<file path="src/rtl/multicycle_ctrl_if.sv">
// Shared memory-port handshake between the multicycle sequencer and the memory.
// The sequencer drives the request side; the memory answers with mem_ready.
interface multicycle_ctrl_if;
    logic mem_req;
    logic mem_we;
    logic addr_sel;
    logic mem_ready;

    modport master (
        output mem_req,
        output mem_we,
        output addr_sel,
        input  mem_ready
    );

    modport slave (
        input  mem_req,
        input  mem_we,
        input  addr_sel,
        output mem_ready
    );
endinterface

</file>
<file path="src/rtl/multicycle_ctrl.sv">
// RV32I multi-cycle sequencer: steps IF/ID/EX/MEM/WB, arbitrates the single memory
// port, counts retired instructions and traps on illegal opcodes or bus timeouts.
module multicycle_ctrl #(
    parameter int CNT_W      = 32,
    parameter int WAIT_LIMIT = 255
) (
    input  logic              clk,
    input  logic              rst_n,
    input  logic              run,
    input  logic [6:0]        op,
    input  logic              branch_taken,
    multicycle_ctrl_if.master mem,
    output logic              ir_wr,
    output logic              mdr_wr,
    output logic              reg_wr,
    output logic              pc_wr,
    output logic              pc_src,
    output logic              retire,
    output logic [CNT_W-1:0]  instret,
    output logic [2:0]        state,
    output logic              illegal,
    output logic              bus_err
);

    localparam logic [2:0] S_IF   = 3'd0;
    localparam logic [2:0] S_ID   = 3'd1;
    localparam logic [2:0] S_EX   = 3'd2;
    localparam logic [2:0] S_MEM  = 3'd3;
    localparam logic [2:0] S_WB   = 3'd4;
    localparam logic [2:0] S_TRAP = 3'd7;

    localparam logic [6:0] OP_LUI    = 7'b0110111;
    localparam logic [6:0] OP_AUIPC  = 7'b0010111;
    localparam logic [6:0] OP_JAL    = 7'b1101111;
    localparam logic [6:0] OP_JALR   = 7'b1100111;
    localparam logic [6:0] OP_BRANCH = 7'b1100011;
    localparam logic [6:0] OP_LOAD   = 7'b0000011;
    localparam logic [6:0] OP_STORE  = 7'b0100011;
    localparam logic [6:0] OP_ALUI   = 7'b0010011;
    localparam logic [6:0] OP_ALU    = 7'b0110011;

    localparam int NUM_OPS = 9;
    localparam logic [6:0] VALID_OPS [NUM_OPS] = '{
        OP_LUI, OP_AUIPC, OP_JAL, OP_JALR, OP_BRANCH,
        OP_LOAD, OP_STORE, OP_ALUI, OP_ALU
    };

    // Counter only needs to reach WAIT_LIMIT; with the timeout disabled it is a dummy bit.
    localparam int WAIT_W = (WAIT_LIMIT > 0) ? $clog2(WAIT_LIMIT + 1) : 1;
    localparam logic [31:0]       LIMIT_U    = 32'(WAIT_LIMIT);
    localparam logic [WAIT_W-1:0] WAIT_ONE   = WAIT_W'(1);
    localparam logic [CNT_W-1:0]  INSTRET_ONE = CNT_W'(1);

    logic [2:0]        state_reg, state_next;
    logic [CNT_W-1:0]  instret_reg;
    logic              illegal_reg, bus_err_reg;
    logic [WAIT_W-1:0] wait_cnt_reg, wait_cnt_next;
    logic              req_hold_reg, req_hold_next;

    logic [NUM_OPS-1:0] op_hit;
    logic               op_legal;
    logic               is_store;
    logic               is_jump;
    logic               wait_hit;
    logic [31:0]        wait_ext;
    logic               req_active, we_active, data_sel;
    logic               set_illegal, set_bus_err;

    genvar gi;
    generate
        for (gi = 0; gi < NUM_OPS; gi++) begin : g_op_dec
            assign op_hit[gi] = (op == VALID_OPS[gi]);
        end
    endgenerate

    assign op_legal = |op_hit;
    assign is_store = (op == OP_STORE);
    assign is_jump  = (op == OP_JAL) || (op == OP_JALR);
    assign wait_ext = 32'(wait_cnt_reg);
    // True when one more non-ready request cycle would reach the limit.
    assign wait_hit = (WAIT_LIMIT != 0) && ((wait_ext + 32'd1) == LIMIT_U);

    always_comb begin
        state_next  = state_reg;
        req_active  = 1'b0;
        we_active   = 1'b0;
        data_sel    = 1'b0;
        ir_wr       = 1'b0;
        mdr_wr      = 1'b0;
        reg_wr      = 1'b0;
        pc_wr       = 1'b0;
        pc_src      = 1'b0;
        retire      = 1'b0;
        set_illegal = 1'b0;
        set_bus_err = 1'b0;
        case (state_reg)
            S_IF: begin
                // A raised fetch stays up until accepted, even if run drops.
                req_active = run | req_hold_reg;
                if (req_active) begin
                    if (mem.mem_ready) begin
                        ir_wr      = 1'b1;
                        state_next = S_ID;
                    end else if (wait_hit) begin
                        set_bus_err = 1'b1;
                        state_next  = S_TRAP;
                    end
                end
            end
            S_ID: begin
                if (op_legal) begin
                    state_next = S_EX;
                end else begin
                    set_illegal = 1'b1;
                    state_next  = S_TRAP;
                end
            end
            S_EX: begin
                if (op == OP_BRANCH) begin
                    pc_wr      = 1'b1;
                    pc_src     = branch_taken;
                    retire     = 1'b1;
                    state_next = S_IF;
                end else if ((op == OP_LOAD) || is_store) begin
                    state_next = S_MEM;
                end else begin
                    state_next = S_WB;
                end
            end
            S_MEM: begin
                req_active = 1'b1;
                data_sel   = 1'b1;
                we_active  = is_store;
                if (mem.mem_ready) begin
                    if (is_store) begin
                        pc_wr      = 1'b1;
                        retire     = 1'b1;
                        state_next = S_IF;
                    end else begin
                        mdr_wr     = 1'b1;
                        state_next = S_WB;
                    end
                end else if (wait_hit) begin
                    set_bus_err = 1'b1;
                    state_next  = S_TRAP;
                end
            end
            S_WB: begin
                reg_wr     = 1'b1;
                pc_wr      = 1'b1;
                pc_src     = is_jump;
                retire     = 1'b1;
                state_next = S_IF;
            end
            S_TRAP: begin
                state_next = S_TRAP;
            end
            default: begin
                state_next = S_TRAP;
            end
        endcase
    end

    always_comb begin
        wait_cnt_next = wait_cnt_reg;
        if ((state_next != state_reg) || mem.mem_ready) begin
            wait_cnt_next = '0;
        end else if (req_active) begin
            wait_cnt_next = wait_cnt_reg + WAIT_ONE;
        end
    end

    assign req_hold_next = (state_reg == S_IF) && req_active && !mem.mem_ready
                           && (state_next == S_IF);

    always_ff @(posedge clk) begin
        if (!rst_n) begin
            state_reg    <= S_IF;
            instret_reg  <= '0;
            illegal_reg  <= 1'b0;
            bus_err_reg  <= 1'b0;
            wait_cnt_reg <= '0;
            req_hold_reg <= 1'b0;
        end else begin
            state_reg    <= state_next;
            wait_cnt_reg <= wait_cnt_next;
            req_hold_reg <= req_hold_next;
            if (retire) begin
                instret_reg <= instret_reg + INSTRET_ONE;
            end
            if (set_illegal) begin
                illegal_reg <= 1'b1;
            end
            if (set_bus_err) begin
                bus_err_reg <= 1'b1;
            end
        end
    end

    assign mem.mem_req  = req_active;
    assign mem.mem_we   = we_active;
    assign mem.addr_sel = data_sel;
    assign instret      = instret_reg;
    assign state        = state_reg;
    assign illegal      = illegal_reg;
    assign bus_err      = bus_err_reg;

endmodule

</file>
<file path="src/flat_wrapper.sv">
// flat-port wrapper written by rule: the top's interface ports become plain ports
module multicycle_ctrl_flat 
#(
    parameter int CNT_W      = 32,
    parameter int WAIT_LIMIT = 255
)
  (clk, rst_n, run, op, branch_taken, ir_wr, mdr_wr, reg_wr, pc_wr, pc_src, retire, instret, state, illegal, bus_err, mem_mem_req, mem_mem_we, mem_addr_sel, mem_mem_ready);
  multicycle_ctrl_if mem_i ();
  input  logic clk;
  input  logic rst_n;
  input  logic run;
  input  logic [6:0] op;
  input  logic branch_taken;
  output logic ir_wr;
  output logic mdr_wr;
  output logic reg_wr;
  output logic pc_wr;
  output logic pc_src;
  output logic retire;
  output logic [CNT_W-1:0] instret;
  output logic [2:0] state;
  output logic illegal;
  output logic bus_err;
  output wire logic [$bits(mem_i.mem_req)-1:0] mem_mem_req;
  output wire logic [$bits(mem_i.mem_we)-1:0] mem_mem_we;
  output wire logic [$bits(mem_i.addr_sel)-1:0] mem_addr_sel;
  input wire logic [$bits(mem_i.mem_ready)-1:0] mem_mem_ready;
  assign mem_mem_req = mem_i.mem_req;
  assign mem_mem_we = mem_i.mem_we;
  assign mem_addr_sel = mem_i.addr_sel;
  assign mem_i.mem_ready = mem_mem_ready;
  multicycle_ctrl #(.CNT_W(CNT_W), .WAIT_LIMIT(WAIT_LIMIT)) u_core (.clk(clk), .rst_n(rst_n), .run(run), .op(op), .branch_taken(branch_taken), .mem(mem_i), .ir_wr(ir_wr), .mdr_wr(mdr_wr), .reg_wr(reg_wr), .pc_wr(pc_wr), .pc_src(pc_src), .retire(retire), .instret(instret), .state(state), .illegal(illegal), .bus_err(bus_err));
endmodule
</file>
<file path="config.mk">
export PLATFORM = sky130hd
export DESIGN_NAME = multicycle_ctrl_flat
export DESIGN_NICKNAME = d
export VERILOG_FILES = /design/src/rtl/multicycle_ctrl_if.sv /design/src/rtl/multicycle_ctrl.sv /design/src/flat_wrapper.sv
export SDC_FILE = /design/constraint.sdc
export NUM_CORES = 1
export LEC_CHECK = 0
export CORE_ASPECT_RATIO = 0.5
export CORE_MARGIN = 3
export CORE_UTILIZATION = 49
export CTS_BUF_LIST = sky130_fd_sc_hd__clkbuf_16
export DETAILED_ROUTE_END_ITERATION = 7
export HOLD_SLACK_MARGIN = 0.03
export PLACE_DENSITY = 0.79
export REMOVE_ABC_BUFFERS = 1
export SLEW_MARGIN = 20
export SYNTH_ARGS = -nofsm -noshare
export SYNTH_HDL_FRONTEND = slang
export SYNTH_SLANG_ARGS = --single-unit
</file>
<file path="constraint.sdc">
create_clock -name clk -period 3.1 [get_ports clk]
set_input_delay 0.93 -clock clk [delete_from_list [all_inputs] [get_ports clk]]
set_output_delay 0.93 -clock clk [all_outputs]
set_load 0.05 [all_outputs]
</file>
==> results <==
- The setup slack after layout is between 0.07 and 0.08 ns.
- TritonCTS built the clock tree.
- In the routed layout, each cell is associated on average with a via count of 5.64.
- The number of flip-flops in the largest register is 32.
- Across all layers, the routed design uses approximately 2400 vias.
- The number of antenna violations at the first check in global routing came to 0.
- The summed negative setup slack over all endpoints is 0 ns.
- The count of antenna diodes in the layout is 0.
- The largest net degree at the start of global routing is 37.
- Setup violations remaining at the end of the flow were counted as 0.
- The first global-routing pass estimated 10.8 mm of wire.
- The maximum clock path buffer count is 2.
- VDD sags by at most roughly 480 µV.
- Synthesis produced just under 300 cells.
- The I/O pin count is between 50 and 60.
- Counting the fill cells in the layout gives approximately 360.
- The multi-input gate area in the final layout is 0.00137 mm².
- A synthesized cell averages 8.23 µm².
- The share of flip-flops with an asynchronous set or reset after synthesis is 0%.
- The startpoint identified for the worst register-to-register timing path is u_core.state[2].
- The worst setup path is launched from a primary input.
- The number of hold violations in the final report came to 0.
- Once the floorplan was initialized, standard cells occupied between 50% and 60% of the core.
- The static leakage is between 1 and 1.5 nW.
- Final hold analysis gives a worst-case slack of 0.478 ns.
- Before antenna repair, the detailed router went through 4 iterations.
- The floorplan has 17 rows.
- In the final layout, flip-flops and latches occupy just over 900 µm².
- In the global route stage, met3 resource usage came out at under 10%.
- The synthesis-to-finish area growth is 39.6%.
- For this design, the sink count on the clock tree is 46.
- The die area is approximately 0.0058 mm².
- The ratio of final minimum period to clock period is 97.7%.
- In this run the worst path has a maximum fanout of 3.
- The library cell used most frequently in the layout, excluding fill and tap cells, is sky130_fd_sc_hd__dfxtp_1.
- The worst register-to-register path ends at u_core.instret[23].
- Setup repair after global routing left no endpoint under its margin.
- In the final routed layout, each cell accounts on average for 14.5 µm.
- The count of nets left with antenna violations after detail routing is 0.
- Measured against its own limit, the worst slew margin works out to 56.5%.
- In this run the post-CTS setup repair buffer count came out at 0.
- The required time reported for the critical path endpoint is 2.17 ns.
- The total power consumption of the routed design is about 1.7 mW.
- Sequential cells were found to cover 38.6% of the synthesized design area.
- The number of buffers inserted by hold repair at cts is 0.
- The run finished with clean final reports.
- The HPWL after detailed placement is 4.35 mm.
- For the pin with the worst max-slew slack, the measured transition is ~0.65 ns.
- The die is 55.4 µm tall.
- The combined area of all synthesized cells is 0.00239 mm².
- The main flop type after synthesis is sky130_fd_sc_hd__dfxtp_1.
- The core outline area is 0.00455 mm².
- STA classifies the critical path endpoint as an output port.
- The path with the worst hold slack has its endpoint at u_core.illegal.
- The global-route layer with the greatest usage is met2.
- The tightest min-delay check is of the flip-flop to flip-flop type.
- The number of enable flip-flop cells after synthesis is 0.
- In the global route stage, met1 resource usage came out at 27.1%.
- The count of unique library cells instantiated by Yosys is 45.
- The violation count after the first detailed-route iteration is roughly 80.
- The critical path start-end classification is primary input to output port.
- The via count of the first global-routing pass is 2393.
- After routing the design area is 0.00333 mm².
- The worst hold path begins at u_core.illegal.
- The share of layout cells above drive strength 1 is 13.0%.
- The Yosys step of the flow raised 0 warnings.
- In the routed design, unresolved DRC markers number 0.
- The total routed wirelength is 6.22 mm.
- Routability-driven placement finished with a final weighted congestion of just over 0.8.
- The number of cells on the worst hold path is 2.
- The cell depth of the worst flop-to-flop path is 9.
- In this run the number of H-tree levels came out at 2.
- The number of gates resized after cts is 14.
- The clock slew at the register clock pins of the worst setup and hold paths is 0.06 ns.
- The post-place instance area is around 0.0032 mm².
- The power density over cell area is between 500 and 600 mW/mm².
- The data arrival time at the worst-slack endpoint is 2.10 ns.
- The final-report max-slew violation count is 0.
- The total overflow reported by the global router is 0.
- The setup clock skew after layout is approximately 0.0092 ns.
- The root buffer cell chosen for the clock tree is sky130_fd_sc_hd__clkbuf_16.
- The aggregate global-route resource usage is 22.4%.
- The clock period could shrink to 3.03 ns.
- The library cells used most frequently in the layout, excluding fill and tap cells, are 46 x sky130_fd_sc_hd__dfxtp_1, 43 x sky130_fd_sc_hd__clkdlybuf4s50_1, 35 x sky130_fd_sc_hd__nor2_1.
- The number of maximum-capacitance constraint violations is 0.
- Counting flops and latches in the post-synthesis netlist gives 46.
- Buffers placed on the I/O ports in this run total 57.
- The clock latency on the worst-skew pair is 0.29 ns.
- The routing usage on met2 is between 30 and 40%.
- The register-to-register setup slack is 0.69 ns.
- Clock tree synthesis inserted a total of 5 buffers.
- After the last flow step, the layout net total stands at 376.
- The highest clock frequency the design can meet is roughly 0.33 GHz.
- Before CTS, the worst setup slack after placement is -0.163 ns.
- From left edge to right edge, the die measures 105 µm.
==> per-stage QoR <==
step | cells | utilization [%]
final | 428 | 73.2
after global routing | 428 | 73.2
after CTS | 428 | 73.2
after detailed placement | 420 | 69.6
after global placement | 420 | 69.6
after floorplan | 278 | -
==> how the worst max path moves through the flow <==
| stage | startpoint | endpoint | slack [ns] |
|---|---|---|---|
| global route | op[3] | mem_mem_we | 0.006 |
| CTS | op[3] | pc_wr | 0.07 |
| finish | op[3] | retire | 0.07 |
| detailed placement | op[3] | u_core.wait_cnt_reg[1] | -0.16 |
| global placement | op[3] | mem_mem_we | -0.14 |
| floorplan | op[4] | pc_src | -0.57 |
==> cells by family (layout without fill, tap and decap cells) <==
kind of cell               after synthesis  in the layout  share of synthesized area, %
and+or+nand+nor                        143            143                          33.0
AOI/OAI and AO/OA                       39             39                          9.91
muxes                                    1              1                         0.472
xor gates and xnor gates                32             32                          11.7
adders and majority gates                3              3                          1.57
DFF                                     46             46                          38.6
buffers and inverters                   26             98                          4.72
==> layout make-up <==
class	instances	share of cell area, %
repair buffers	76	22.9
inverters	14	1.58
clock buffers	5	3.76
well taps	66	2.48
multi-input cells	218	41.1
clock inverters	3	0.488
flip-flops and latches	46	27.6
==> power breakdown <==
part,internal [mW],total (mW),leakage (nW),switching [mW]
Clock,0.294,0.516,0.0689,0.222
Sequential,0.614,0.660,0.371,0.0454
Combinational,0.217,0.540,0.722,0.323
==> Yosys cell counts, types with 5 or more instances <==
master / n / area, µm²
sky130_fd_sc_hd__nor2_1: 35 / 131
sky130_fd_sc_hd__inv_1: 12 / 45.0
sky130_fd_sc_hd__nor4_1: 10 / 62.6
sky130_fd_sc_hd__nand4_1: 11 / 68.8
sky130_fd_sc_hd__or3_1: 7 / 43.8
sky130_fd_sc_hd__xnor2_1: 21 / 184
sky130_fd_sc_hd__o21ai_0: 10 / 50.1
sky130_fd_sc_hd__nand3_1: 9 / 45.0
sky130_fd_sc_hd__nor4b_1: 5 / 43.8
sky130_fd_sc_hd__dfxtp_1: 46 / 921
sky130_fd_sc_hd__nand2_1: 25 / 93.8
sky130_fd_sc_hd__xor2_1: 11 / 96.3
sky130_fd_sc_hd__a21oi_1: 14 / 70.1
sky130_fd_sc_hd__nor3_1: 14 / 70.1
sky130_fd_sc_hd__clkbuf_1: 8 / 30.0
==> worst max-delay path: stages <==
cell	delay [ns]
sky130_fd_sc_hd__dlygate4sd2_1	0.25
sky130_fd_sc_hd__and4bb_2	0.33
sky130_fd_sc_hd__nand3_2	0.12
sky130_fd_sc_hd__o22a_1	0.22
sky130_fd_sc_hd__inv_2	0.10
sky130_fd_sc_hd__buf_8	0.15
==> layer usage <==
metal / vias to the layer above / routed length (µm) / part of all wire (%)
met5: - / 0 / 0
met4: 0 / 97 / 1.6
met1: 1165 / 2780 / 45
met2: 73 / 3040 / 49
li1: 1163 / - / -
met3: 11 / 303 / 4.9
Power figures use the tool's default switching activity.
